`src/rtl/mem_alloc_if.sv`:
```
// Request/response bundle between mem_alloc and its clients: the ICache miss port,
// the load/store buffer, and the byte-wide RAM/IO port.
interface mem_alloc_if #(
  parameter int ADDR_W = 32
);
  logic              if_to_alloc_en_in;
  logic [ADDR_W-1:0] if_a_in;
  logic [1:0]        if_offset_in;
  logic              alloc_to_if_gr_out;
  logic              alloc_to_if_en_out;
  logic [31:0]       if_d_out;

  logic              lsb_to_alloc_en_in;
  logic              lsb_wr_in;
  logic [ADDR_W-1:0] lsb_a_in;
  logic [1:0]        lsb_offset_in;
  logic [31:0]       lsb_d_in;
  logic              alloc_to_lsb_gr_out;
  logic              alloc_to_lsb_en_out;
  logic [31:0]       lsb_d_out;

  logic [7:0]        mem_din;
  logic [7:0]        mem_dout;
  logic [ADDR_W-1:0] mem_a;
  logic              mem_wr;
  logic              io_buffer_full;

  modport slave (
    input  if_to_alloc_en_in, if_a_in, if_offset_in,
    output alloc_to_if_gr_out, alloc_to_if_en_out, if_d_out,
    input  lsb_to_alloc_en_in, lsb_wr_in, lsb_a_in, lsb_offset_in, lsb_d_in,
    output alloc_to_lsb_gr_out, alloc_to_lsb_en_out, lsb_d_out,
    input  mem_din, io_buffer_full,
    output mem_dout, mem_a, mem_wr
  );

  modport master (
    output if_to_alloc_en_in, if_a_in, if_offset_in,
    input  alloc_to_if_gr_out, alloc_to_if_en_out, if_d_out,
    output lsb_to_alloc_en_in, lsb_wr_in, lsb_a_in, lsb_offset_in, lsb_d_in,
    input  alloc_to_lsb_gr_out, alloc_to_lsb_en_out, lsb_d_out,
    output mem_din, io_buffer_full,
    input  mem_dout, mem_a, mem_wr
  );
endinterface

```
`src/rtl/mem_alloc.sv`:
```
// Byte-serial RAM arbiter: LSB beats IF, 1-4 byte little-endian reads/writes.
// Optional CONFIG_IO_BUFFER_FULL_EN holds off UART writes while the IO FIFO is full.
module mem_alloc #(
  parameter int          ADDR_W  = 32,
  parameter logic [31:0] IO_ADDR = 32'h30000
) (
  input  logic       clk_in,
  input  logic       rst_in,
  input  logic       rdy_in,
  input  logic       clear_branch_in,
  mem_alloc_if.slave bus
);
  localparam logic [1:0] S_IDLE  = 2'd0;
  localparam logic [1:0] S_READ  = 2'd1;
  localparam logic [1:0] S_WRITE = 2'd2;

  logic [1:0]        state;
  logic              own_lsb;
  logic [ADDR_W-1:0] base;
  logic [1:0]        last;
  logic [31:0]       wdata, rdata, rdata_nxt;
  logic [2:0]        ki;        // next byte index to put on mem_a
  logic              pend;      // mem_din carries byte pend_idx this cycle
  logic [1:0]        pend_idx;
  logic              if_gr, if_en, lsb_gr, lsb_en;
  logic [31:0]       if_d, lsb_d;
  logic [7:0]        wbyte;
  logic              io_block, lsb_ok, if_ok, issuing, rd_done;

`ifdef CONFIG_IO_BUFFER_FULL_EN
  assign io_block = bus.lsb_wr_in && bus.io_buffer_full &&
                    ((bus.lsb_a_in == ADDR_W'(IO_ADDR)) || (bus.lsb_a_in == ADDR_W'(IO_ADDR + 32'd4)));
`else
  logic unused_io_full;
  assign unused_io_full = bus.io_buffer_full;
  assign io_block       = 1'b0;
`endif

  assign lsb_ok  = bus.lsb_to_alloc_en_in && !io_block;
  assign if_ok   = bus.if_to_alloc_en_in && !clear_branch_in;
  assign issuing = (state == S_READ) && (ki <= {1'b0, last});
  assign rd_done = pend && (pend_idx == last);

  always_comb begin
    rdata_nxt = rdata;
    rdata_nxt[{pend_idx, 3'b000} +: 8] = bus.mem_din;
  end

  always_comb begin
    case (ki[1:0])
      2'd0:    wbyte = wdata[7:0];
      2'd1:    wbyte = wdata[15:8];
      2'd2:    wbyte = wdata[23:16];
      default: wbyte = wdata[31:24];
    endcase
  end

  // Address bus idles at 0 so no stray reads hit IO space between transfers.
  assign bus.mem_a    = (issuing || state == S_WRITE) ? base + ADDR_W'(ki) : '0;
  assign bus.mem_wr   = (state == S_WRITE) && rdy_in;
  assign bus.mem_dout = (state == S_WRITE) ? wbyte : 8'h00;

  assign bus.alloc_to_if_gr_out  = if_gr;
  assign bus.alloc_to_if_en_out  = if_en;
  assign bus.if_d_out            = if_d;
  assign bus.alloc_to_lsb_gr_out = lsb_gr;
  assign bus.alloc_to_lsb_en_out = lsb_en;
  assign bus.lsb_d_out           = lsb_d;

  always_ff @(posedge clk_in) begin
    if (rst_in) begin
      state    <= S_IDLE;
      own_lsb  <= 1'b0;
      base     <= '0;
      last     <= 2'd0;
      wdata    <= '0;
      rdata    <= '0;
      ki       <= 3'd0;
      pend     <= 1'b0;
      pend_idx <= 2'd0;
      if_gr    <= 1'b0;
      if_en    <= 1'b0;
      lsb_gr   <= 1'b0;
      lsb_en   <= 1'b0;
      if_d     <= '0;
      lsb_d    <= '0;
    end else begin
      if_gr  <= 1'b0;
      if_en  <= 1'b0;
      lsb_gr <= 1'b0;
      lsb_en <= 1'b0;
      if (!rdy_in) begin
        // RAM keeps answering the held address, so the in-flight byte is lost: re-issue it.
        if (state == S_READ && pend) begin
          ki   <= {1'b0, pend_idx};
          pend <= 1'b0;
        end
      end else begin
        case (state)
          S_IDLE: begin
            ki    <= 3'd0;
            pend  <= 1'b0;
            rdata <= '0;
            if (lsb_ok) begin
              own_lsb <= 1'b1;
              base    <= bus.lsb_a_in;
              last    <= bus.lsb_offset_in;
              wdata   <= bus.lsb_d_in;
              lsb_gr  <= 1'b1;
              state   <= bus.lsb_wr_in ? S_WRITE : S_READ;
            end else if (if_ok) begin
              own_lsb <= 1'b0;
              base    <= bus.if_a_in;
              last    <= bus.if_offset_in;
              if_gr   <= 1'b1;
              state   <= S_READ;
            end
          end
          S_READ: begin
            if (!own_lsb && clear_branch_in) begin
              state <= S_IDLE;
              pend  <= 1'b0;
            end else begin
              if (issuing) begin
                pend     <= 1'b1;
                pend_idx <= ki[1:0];
                ki       <= ki + 3'd1;
              end else begin
                pend <= 1'b0;
              end
              if (pend) rdata <= rdata_nxt;
              if (rd_done) begin
                state <= S_IDLE;
                if (own_lsb) begin
                  lsb_d  <= rdata_nxt;
                  lsb_en <= 1'b1;
                end else begin
                  if_d  <= rdata_nxt;
                  if_en <= 1'b1;
                end
              end
            end
          end
          S_WRITE: begin
            if (ki[1:0] == last) begin
              state  <= S_IDLE;
              lsb_en <= 1'b1;
            end else begin
              ki <= ki + 3'd1;
            end
          end
          default: state <= S_IDLE;
        endcase
      end
    end
  end
endmodule
```
`src/flat_wrapper.sv`:
```
// flat-port wrapper written by rule: the top's interface ports become plain ports
module mem_alloc_flat 
#(
  parameter int          ADDR_W  = 32,
  parameter logic [31:0] IO_ADDR = 32'h30000
)
  (clk_in, rst_in, rdy_in, clear_branch_in, bus_if_to_alloc_en_in, bus_if_a_in, bus_if_offset_in, bus_alloc_to_if_gr_out, bus_alloc_to_if_en_out, bus_if_d_out, bus_lsb_to_alloc_en_in, bus_lsb_wr_in, bus_lsb_a_in, bus_lsb_offset_in, bus_lsb_d_in, bus_alloc_to_lsb_gr_out, bus_alloc_to_lsb_en_out, bus_lsb_d_out, bus_mem_din, bus_io_buffer_full, bus_mem_dout, bus_mem_a, bus_mem_wr);
  mem_alloc_if #(.ADDR_W(ADDR_W)) bus_i ();
  input  logic clk_in;
  input  logic rst_in;
  input  logic rdy_in;
  input  logic clear_branch_in;
  input wire logic [$bits(bus_i.if_to_alloc_en_in)-1:0] bus_if_to_alloc_en_in;
  input wire logic [$bits(bus_i.if_a_in)-1:0] bus_if_a_in;
  input wire logic [$bits(bus_i.if_offset_in)-1:0] bus_if_offset_in;
  output wire logic [$bits(bus_i.alloc_to_if_gr_out)-1:0] bus_alloc_to_if_gr_out;
  output wire logic [$bits(bus_i.alloc_to_if_en_out)-1:0] bus_alloc_to_if_en_out;
  output wire logic [$bits(bus_i.if_d_out)-1:0] bus_if_d_out;
  input wire logic [$bits(bus_i.lsb_to_alloc_en_in)-1:0] bus_lsb_to_alloc_en_in;
  input wire logic [$bits(bus_i.lsb_wr_in)-1:0] bus_lsb_wr_in;
  input wire logic [$bits(bus_i.lsb_a_in)-1:0] bus_lsb_a_in;
  input wire logic [$bits(bus_i.lsb_offset_in)-1:0] bus_lsb_offset_in;
  input wire logic [$bits(bus_i.lsb_d_in)-1:0] bus_lsb_d_in;
  output wire logic [$bits(bus_i.alloc_to_lsb_gr_out)-1:0] bus_alloc_to_lsb_gr_out;
  output wire logic [$bits(bus_i.alloc_to_lsb_en_out)-1:0] bus_alloc_to_lsb_en_out;
  output wire logic [$bits(bus_i.lsb_d_out)-1:0] bus_lsb_d_out;
  input wire logic [$bits(bus_i.mem_din)-1:0] bus_mem_din;
  input wire logic [$bits(bus_i.io_buffer_full)-1:0] bus_io_buffer_full;
  output wire logic [$bits(bus_i.mem_dout)-1:0] bus_mem_dout;
  output wire logic [$bits(bus_i.mem_a)-1:0] bus_mem_a;
  output wire logic [$bits(bus_i.mem_wr)-1:0] bus_mem_wr;
  assign bus_i.if_to_alloc_en_in = bus_if_to_alloc_en_in;
  assign bus_i.if_a_in = bus_if_a_in;
  assign bus_i.if_offset_in = bus_if_offset_in;
  assign bus_alloc_to_if_gr_out = bus_i.alloc_to_if_gr_out;
  assign bus_alloc_to_if_en_out = bus_i.alloc_to_if_en_out;
  assign bus_if_d_out = bus_i.if_d_out;
  assign bus_i.lsb_to_alloc_en_in = bus_lsb_to_alloc_en_in;
  assign bus_i.lsb_wr_in = bus_lsb_wr_in;
  assign bus_i.lsb_a_in = bus_lsb_a_in;
  assign bus_i.lsb_offset_in = bus_lsb_offset_in;
  assign bus_i.lsb_d_in = bus_lsb_d_in;
  assign bus_alloc_to_lsb_gr_out = bus_i.alloc_to_lsb_gr_out;
  assign bus_alloc_to_lsb_en_out = bus_i.alloc_to_lsb_en_out;
  assign bus_lsb_d_out = bus_i.lsb_d_out;
  assign bus_i.mem_din = bus_mem_din;
  assign bus_i.io_buffer_full = bus_io_buffer_full;
  assign bus_mem_dout = bus_i.mem_dout;
  assign bus_mem_a = bus_i.mem_a;
  assign bus_mem_wr = bus_i.mem_wr;
  mem_alloc #(.ADDR_W(ADDR_W), .IO_ADDR(IO_ADDR)) u_core (.clk_in(clk_in), .rst_in(rst_in), .rdy_in(rdy_in), .clear_branch_in(clear_branch_in), .bus(bus_i));
endmodule
```
`config.mk`:
```
export PLATFORM = sky130hd
export DESIGN_NAME = mem_alloc_flat
export DESIGN_NICKNAME = d
export VERILOG_FILES = /design/src/rtl/mem_alloc_if.sv /design/src/rtl/mem_alloc.sv /design/src/flat_wrapper.sv
export SDC_FILE = /design/constraint.sdc
export NUM_CORES = 1
export LEC_CHECK = 0
export ABC_CLOCK_PERIOD_IN_PS = 3500
export BUFFER_PORTS_ARGS = -buffer_cell sky130_fd_sc_hd__buf_2
export CORE_MARGIN = 2
export CORE_UTILIZATION = 57
export DETAILED_ROUTE_END_ITERATION = 16
export PLACE_DENSITY_LB_ADDON = 0.08
export SKIP_LAST_GASP = 1
export SLEW_MARGIN = 20
export SYNTH_ARGS = -nofsm -noshare
export SYNTH_HDL_FRONTEND = slang
export SYNTH_SLANG_ARGS = --single-unit
```
`constraint.sdc`:
```
create_clock -name clk_in -period 3.5 [get_ports clk_in]
set_clock_uncertainty 0.15 [all_clocks]
set_input_delay 0 -clock clk_in [delete_from_list [all_inputs] [get_ports clk_in]]
set_output_delay 0 -clock clk_in [all_outputs]
set_load 0.02 [all_outputs]
```
Word-level counts from Yosys, hierarchy flattened
Index checks and enable logic that the tools add are counted.
{"block": "totals", "out_inout_bits": 109, "input_bits": 116, "elab_cells": 109, "regBits": 175}
{"block": "classes", "bitwise": 6, "n_reduce_logical": 27, "order_cmp": 1, "n_eq_ne": 16, "n_mux": 39, "shift": 2, "add_sub_neg": 3}
{"operator": "$mux W32", "count": 5}
{"operator": "$pmux W32 S2", "count": 1}
{"operator": "$add A32 B3 Y32", "count": 1}
{"operator": "$bwmux W32", "count": 1}
{"operator": "$shift A8 B7 Y32 const A", "count": 1}
{"operator": "$shiftx A8 B7 Y32", "count": 1}
{"operator": "$pmux W8 S3", "count": 1}
{"operator": "$mux W2", "count": 8}
{"operator": "$mux W3", "count": 5}
{"operator": "$reduce_and A5 Y1", "count": 3}
{"operator": "$mux W1", "count": 13}
{"operator": "$reduce_and A4 Y1", "count": 3}
{"operator": "$ne A3 B2 Y1 const B", "count": 3}
{"operator": "$pmux W3 S3", "count": 1}
{"operator": "$mux W8", "count": 1}
{"operator": "$neg A5 Y7", "count": 1}
{"operator": "$logic_and A1 B1 Y1", "count": 6}
{"operator": "$ne A3 B3 Y1 const B", "count": 2}
{"operator": "$not A1 Y1", "count": 6}
{"operator": "$pmux W2 S3", "count": 1}
{"operator": "$reduce_and A3 Y1", "count": 2}
{"operator": "$reduce_bool A2 Y1", "count": 3}
{"operator": "$reduce_or A5 Y1", "count": 1}
{"operator": "$eq A2 B1 Y1 const B", "count": 2}
{"operator": "16 further kinds", "count": 22}

Logic depth before layout (Yosys ltp)
Gate-level depths: netlist of run 1.
{"block": "logic_depth", "depth_word": 6, "mapped_depth": 8, "ltp_nobuf": 8}

Worst setup path before layout of run 1
OpenSTA, ideal clock, no wires.
{"block": "synth_path", "kind": "register to output", "from": "register u_core.ki[0]", "to": "output bus_mem_a[26]", "n_path_buf": 0, "t_required_ns": 3.350, "path_stages_with_launch": 9, "setup_slack_ns": 1.095, "arrival_time_ns": 2.255, "path_cell_list": "dfxtp_1 -> ha_1 -> inv_1 -> fa_1 -> nor2b_1 -> o2111ai_1 -> nor4_1 -> xnor2_1 -> nor2_1"}
{"block": "synth_between", "elab_chain_cells": 4, "elab_cells_between_ends": 5, "classes_between": "1 x add/sub; 1 x order compare; 1 x mux; 2 x reduce/logical"}
{"item": "start: declaration", "line": "mem_alloc.sv:22", "source": "logic [2:0] ki;"}
{"item": "start signal: assignment", "line": "mem_alloc.sv:95", "source": "ki <= {1'b0, pend_idx};"}
{"item": "start signal: assignment", "line": "mem_alloc.sv:127", "source": "ki <= ki + 3'd1;"}
{"item": "start signal: assignment", "line": "mem_alloc.sv:149", "source": "ki <= ki + 3'd1;"}
{"item": "branches (longest 3 deep; another with $add A32 B3 Y32)"}
{"item": "$mux W32 (*)", "line": "mem_alloc.sv:59", "source": "assign bus.mem_a = (issuing || state == S_WRITE) ? base + ADDR_W'(ki) : '0;"}
{"item": "end: declaration", "line": "flat_wrapper.sv:30", "source": "output wire logic [$bits(bus_i.mem_a)-1:0] bus_mem_a;"}
Every way passes the cells marked *.

Worst setup path in the final report of run 1
{"block": "layout_path", "from": "register u_core.ki[0]", "to": "output bus_mem_a[28]"}
The elaborated chain is that of the path after synthesis.

==> results of run 1 <==
[where the power goes]
| part | switching, mW | internal, mW |
|---|---|---|
| Combinational | 0.366 | 0.302 |
| Clock | 0.882 | 0.946 |
| Sequential | 0.0722 | 2.06 |
[how the worst max path moves through the flow]
| stage | startpoint | end | slack (ns) | cells after the start |
|---|---|---|---|---|
| 2_1_floorplan | u_core.ki[0]$_SDFFE_PP0P_ | bus_mem_a[26] | 1.09 | 8 |
| 3_3_place_gp | u_core.pend_idx[0]$_SDFFE_PP0P_ | u_core.bus.lsb_d_out[4]$_SDFFE_PP0P_ | 0.65 | 5 |
| 3_5_place_dp | u_core.ki[1]$_SDFFE_PP0P_ | bus_mem_a[26] | 0.71 | 8 |
| 4_1_cts | u_core.ki[1]$_SDFFE_PP0P_ | bus_mem_a[26] | 0.25 | 8 |
| 5_1_grt | u_core.ki[1]$_SDFFE_PP0P_ | bus_mem_a[30] | 0.02 | 8 |
| 6_report | u_core.ki[0]$_SDFFE_PP0P_ | bus_mem_a[28] | 0.17 | 9 |
[worst register-to-register path, stage by stage (launching register included)]
cell	delay (ns)
dfxtp_1	0.45
inv_1	0.15
ha_1	0.32
nand2_1	0.09
a2111oi_0	0.77
nand4_1	0.16
dlygate4sd3_1	0.58
a21oi_1	0.13
[logic make-up after synthesis]
| group | share of synthesized area, % |
|---|---|
| and+or+nand+nor | 22.6 |
| DFF | 43.6 |
| xor gates and xnor gates | 2.94 |
| muxes | 4.61 |
| buffers and inverters | 4.23 |
| adders and majority gates | 2.89 |
| AOI/OAI and AO/OA | 19.2 |
[what timing repair did]
item	in CTS	in global routing
hold buffers	114	0
hold endpoints to repair	169	0
setup buffers	0	0
gates resized for setup	0	0
endpoints found under the setup margin	0	0
[per-layer routing]
layer | routed length, um | global-route usage, % | up-vias
met3 | 1650 | 7.25 | 92
li1 | - | - | 4039
met2 | 11600 | 53.9 | 349
met1 | 9690 | 36.7 | 3812
met5 | 0 | 0 | -
met4 | 933 | 13.8 | 0
[placed cells by master (no fill, tap or decap), types with 5 or more instances in the layout]
master and n:
mux2i_1 37, a222oi_1 8, dlygate4sd3_1 114, nor2b_1 39
nand2_1 85, buf_2 222, and2_1 11, inv_1 16
ha_1 17, buf_4 14, nor2_1 207, nand4_1 5
clkbuf_16 17, dfxtp_1 175, nand3_1 13, xnor2_1 23
a21oi_1 105, nor4_1 7, nor3_1 6, a211oi_1 101
o21ai_0 16
[metrics by stage]
stage	cells	util, %	cell area, um^2	total power [mW]
detailed placement	1335	66.8	9240	2.70
finish	1481	79.3	11000	4.63
global route	1481	79.3	11000	4.79
floorplan	992	-	8040	2.51
CTS	1481	79.3	11000	4.62
global placement	1335	66.8	9240	2.69
[cell type report]
| cell class | instances | area, um^2 |
|---|---|---|
| multi-input combinational | 727 | 4220 |
| sequential | 175 | 3500 |
| fill | 920 | 2860 |
| timing repair buffer | 351 | 2380 |
| clock buffer | 17 | 425 |
| tap | 180 | 225 |
| clock inverter | 15 | 151 |
| inverter | 16 | 60.1 |
[flip-flops by register name (all words and copies together), names as in the netlist]
name                            cells
u_core.last                         2
u_core.bus.alloc_to_lsb_gr_out      1
u_core.pend                         1
u_core.wdata                       32
u_core.bus.lsb_d_out               32
u_core.base                        32
u_core.own_lsb                      1
u_core.pend_idx                     2
u_core.rdata                       32
u_core.bus.alloc_to_if_en_out       1
u_core.state                        2
u_core.bus.alloc_to_lsb_en_out      1
u_core.bus.if_d_out                32
u_core.ki                           3
u_core.bus.alloc_to_if_gr_out       1
==> impl_results.md, run 1 <==
* R2R Setup Slk at 0.66 ns
* Delay-heaviest family, CP: simple AND/OR/NAND/NOR gates
* Drc violations at 0
* Post-synth EDFFs at 0
* GPL Wtd Cong at 0.850
* Avg Inst Size Synth at 8.11 um^2
* Worst EP arrival at 3.18 ns
* Synth area leader: dfxtp_1
* HP Start: bus_if_to_alloc_en_in
* CP Capture Type: output pin
* PortBufs at ~220
* Final Hold Vio Count at 0
* Layout cells sized above 1 at 21.4%
* Asr flop ratio synth at 0%
* Cells after synthesis at 992
* Top FF cell, synth: dfxtp_1
* Area contributors post-synth: dfxtp_1, nor2_1, a211oi_1
* Via density at between 5 and 6
* Worst Max-Slew Pin Slew at approximately 1.1 ns
* Worst min-delay path endpoint: u_core.own_lsb$_SDFFE_PP0P_
* Ant. Diodes at 0
* Die area at 0.0151 mm^2
* DR iter-0 viols at 755
* Power Dens Cells at 422 mW/mm^2
* Syn_nets at 1126
* Total GRT Usage at just over 30%
* CP Buf/Inv Count at 2
* # clock sinks at ~180
* Worst path cell trace: ha_1 -> inv_1 -> fa_1 -> nor2b_1 -> o2111ai_1 -> nor4_1 -> xnor2_1 -> nor2_1 -> buf_2
* Syn. warnings at 0
* Leakage power at ~4.5 nW
* Max_cap viols at 0
* Reg2reg path depth at 7
* Synth cell count leaders: nor2_1, dfxtp_1, a21oi_1, a211oi_1, nand2_1
* Rel. slew slack at approximately a quarter
* Peak VDD IR at 390 uV
* Wire per inst at ~16 um
* Slowest stage cell, crit path: o2111ai_1
* Root Driver: clkbuf_16
* Flops & latches, synth at 175
* Die width at 123 um
* Latest clock arrival within the worst-skew pair at approximately 0.43 ns
* Final setup fails at 0
* Final-stage net count at 1422
* I/O pins at approximately 230
* Grt total ovfl at 0
* Share of the synthesized area in the top cell type at a little over two fifths
* Final period utilization at between 90% and 100%
* Outcome: completed
* Critical-path maximum fanout at 10
* Setup ws final at 0.174 ns
* H-tree Lvls at 4
* Pins Over Slew Limit at 0
* Antenna viol nets, final at 0
* DPL Wire Length at ~14000 um
* Vias at just over 8000
* Vias in the first global route at about 7800
* Final Critical Period at 3.33 ns
* Maximum root-to-sink buffer count at 2
* Synth-to-Final Area Change at 36.4%
* CTS tree: built
* Reg clk slew, reported paths at about 0.070 ns
* Global-route wire length before repair at 37400 um
* Hold_ws at 0.0474 ns
* Setup TNS at 0 ns
* Largest net degree at the start of global routing at 79
* Mapped cell area at 0.00804 mm^2
* RR Startpoint: u_core.ki[0]$_SDFFE_PP0P_
* Setup CP Type: flip-flop to output pin
* Reg2reg end: u_core.state[1]$_SDFFE_PP0P_
* Number of CTS-inserted buffers at 17
* CP Launch Type: flip-flop
* Hold Path Class: input port to flip-flop
* Unrepaired setup endpoints after global routing: no
* Most common cell in the netlist: nor2_1
* FMAX at between 300 and 400 MHz
* Worst Setup Slack post-DPL at 0.707 ns
* Cell row count at 43
* Starting Density at 58.2%
* WL final at roughly 24000 um
* CP required at approximately 3.4 ns
* Worst path max stage delay at 0.48 ns
* 1st-pass router iterations at 10
* Core area at 0.0138 mm^2
* Initial antenna violation count at 0
* Worst hold stages at 5
* Post-synthesis cell type count at 44
* Seq/Total Area, Yosys at between 40% and 50%
* Die Y at 123 um
No activity file was read; power rests on OpenSTA's default activity.
==> run 2: changes to the inputs <==
--- a/config.mk
+++ b/config.mk
@@ -10,6 +10,7 @@
 export CORE_MARGIN = 2
 export CORE_UTILIZATION = 57
 export DETAILED_ROUTE_END_ITERATION = 16
+export GPL_TIMING_DRIVEN = 0
 export PLACE_DENSITY_LB_ADDON = 0.08
 export SKIP_LAST_GASP = 1
 export SLEW_MARGIN = 20
==> run 2 against run 1 <==
Hold slack lost 0.034 ns. Final cell count grew 4.3%. Critical path depth shrank 1. Critical endpoint is now bus_mem_a[30]. Clock power grew 3%. Highest routed layer unchanged. Combinational power grew 6.0%. Clock-buffer cell count grew 3. Non-clock buffer count grew 63. Die area is the same. Routed wire length grew 14%. Sequential cell count is the same. Register-to-register slack lost 0.08 ns. Design area grew 1.8%.
==> impl_results.md, run 2 (same netlist as run 1, synthesis figures left out) <==
* 1st-pass router iterations at 10 (unchanged)
* Global-route wire length before repair at 42000 um (+12%)
* Die Y at 123 um (unchanged)
* Post-Place Cell Area at 0.00937 mm^2 (+1.4%)
* Grt total ovfl at 0 (unchanged)
* Multi-input logic area at 0.00422 mm^2 (-0.18%)
* Number of fill cells at 927 (+0.76%)
* Layout cells sized above 1 at 19.0% (-2.5 points)
* Drc violations at 0 (unchanged)
* Most frequent cells in the layout: buf_2, nor2_1, dfxtp_1
* FMAX at 306 MHz (+1.7%)
* Outcome: completed
* Largest net degree at the start of global routing at 17 (-78%)
* Unrepaired setup endpoints after global routing: no
* Via density at 5.75 (+2.7%)
* Leakage power at 4.52 nW (+0.84%)
* CP required at 3.35 ns (about the same)
* Worst path cell trace: inv_1 -> fa_1 -> nor2b_1 -> o2111ai_4 -> nor4_1 -> xnor2_1 -> nor2_1 -> buf_2
* Reg clk slew, reported paths at 0.07 ns (about the same)
* CTS tree: built
* Final setup fails at 0 (unchanged)
* Synth-to-Final Area Change at 38.9%
* Final Hold Vio Count at 0 (unchanged)
* Most common cell after layout, fill and taps aside: buf_2
* Ant. Diodes at 0 (unchanged)
* Hold Path Class: input port to flip-flop
* Post-CTS Setup Bufs at 0 (unchanged)
* Latest clock arrival within the worst-skew pair at 0.43 ns (about the same)
* Seq pwr share at 45.2% (-0.8 points)
* PortBufs at 221 (-0.90%)
* Number of CTS-inserted buffers at 17 (unchanged)
* Critical-path maximum fanout at 10 (unchanged)
* Comb power frac at 15.0% (+0.6 points)
* Die area at 0.0151 mm^2 (unchanged)
* Setup CP Type: flip-flop to output pin
* Reg2reg path depth at 7 (unchanged)
* Worst Max-Slew Pin Slew at 0.799 ns (-0.328 ns)
* CP Buf/Inv Count at 2 (unchanged)
* Final Instance Area at 0.0112 mm^2 (+1.8%)
* Worst path max stage delay at 0.49 ns (about the same)
* I/O pins at 225 (unchanged)
* DPL Wire Length at 16700 um (+19%)
* Antenna viol nets, final at 0 (unchanged)
* Pins Over Slew Limit at 0 (unchanged)
* Sw Share at 27.9% (-0.61 points)
* Slowest stage cell, crit path: dfxtp_1
* CP Capture Type: output pin
* Power Dens Cells at 423 mW/mm^2 (+0.24%)
* Starting Density at 58.2% (unchanged)
* Wire per inst at 17.7 um (+9.6%)
* Maximum root-to-sink buffer count at 2 (unchanged)
* Register area at 0.00350 mm^2 (unchanged)
* Final period utilization at 93.4% (-1.6 points)
* Cell row count at 43 (unchanged)
* Die width at 123 um (unchanged)
* Vias in the first global route at 8532 (+9.3%)
* Peak VDD IR at 382 uV (-2.0%)
* Initial antenna violation count at 0 (unchanged)
* Root Driver: clkbuf_16
* Setup TNS at 0 ns (unchanged)
* GPL Wtd Cong at 0.903 (+6.3%)
* Delay-heaviest family, CP: simple AND/OR/NAND/NOR gates
* DR iter-0 viols at 857 (+14%)
* Worst EP arrival at 3.12 ns (-0.06 ns)
* Max_cap viols at 0 (unchanged)
* CP Launch Type: flip-flop
* Worst hold stages at 5 (unchanged)
* Final Critical Period at 3.27 ns (-0.0567 ns)
* Vias at 8878 (+7.1%)
* Rel. slew slack at 45.4% (+21 points)
* WL final at 27300 um (+14%)
* Final-stage net count at 1485 (+4.4%)
* Clock power frac at 39.8% (+0.3 points)
* H-tree Lvls at 4 (unchanged)
* Int Pwr at 3.40 mW (+2.9%)
* # clock sinks at 175 (unchanged)
* Core area at 0.0138 mm^2 (unchanged)
* Total GRT Usage at 35.6% (+4.4 points)
* CP Depth at 8 (-1)
* P_sw at 1.32 mW (about the same)
[run 2: through the flow]
step	setup slack (ns)	cells	power, mW	util (%)	hold WS, ns
global placement	0.725	1393	2.71	67.8	0.0889
floorplan	1.09	992	2.51	-	-0.0140
CTS	0.133	1544	4.68	80.6	0.00917
global route	0.0466	1544	4.87	80.8	0.102
finish	0.231	1544	4.72	80.8	0.0136
detailed placement	0.628	1393	2.72	67.8	0.0973
[run 2: worst min-delay path: stages]
cell,delay (ns)
buf_2,0.07
nor2b_1,0.20
nor2_1,0.07
o21ai_0,0.14
a21oi_1,0.07
[run 2: power by group through the flow]
stage / combinational, mW / clock [mW] / sequential, mW
final: 0.708 / 1.88 / 2.14
after global placement: 0.539 / 0 / 2.17
after global routing: 0.766 / 1.96 / 2.14
after CTS: 0.670 / 1.88 / 2.13
after detailed placement: 0.548 / 0 / 2.17
after floorplan: 0.357 / 0 / 2.16
[run 2: worst paths after layout]
check                                     start                             to  slack, ns
setup / recovery      u_core.ki[1]$_SDFFE_PP0P_                  bus_mem_a[30]       0.23
setup reg to reg      u_core.ki[0]$_SDFFE_PP0P_   u_core.state[1]$_SDFFE_PP0P_       0.58
hold reg to reg   u_core.wdata[30]$_SDFFE_PP0P_  u_core.wdata[30]$_SDFFE_PP0P_       0.31
hold / removal            bus_if_to_alloc_en_in    u_core.own_lsb$_SDFFE_PP0P_       0.01
[run 2: area by class of cell]
type	instances	share of cell area, %
Clock inverter	12	1.15
Sequential cell	175	31.4
Multi-Input combinational cell	727	37.7
Timing Repair Buffer	340	20.6
Clock buffer	20	4.09
Buffer	74	2.51
Tap cell	180	2.02
Inverter	16	0.538
[run 2: what timing repair did]
action | 4_1_cts | 5_1_grt
hold buffers | 119 | 0
hold endpoints to repair | 163 | 0
gates resized for setup | 0 | 2
endpoints found under the setup margin | 0 | 9
[run 2: metal layers]
metal | share of wire, % | GRT usage [%]
met1 | 39 | 41.8
met2 | 49 | 60.3
met3 | 7.7 | 8.27
met4 | 4.6 | 18.6
met5 | 0 | 0
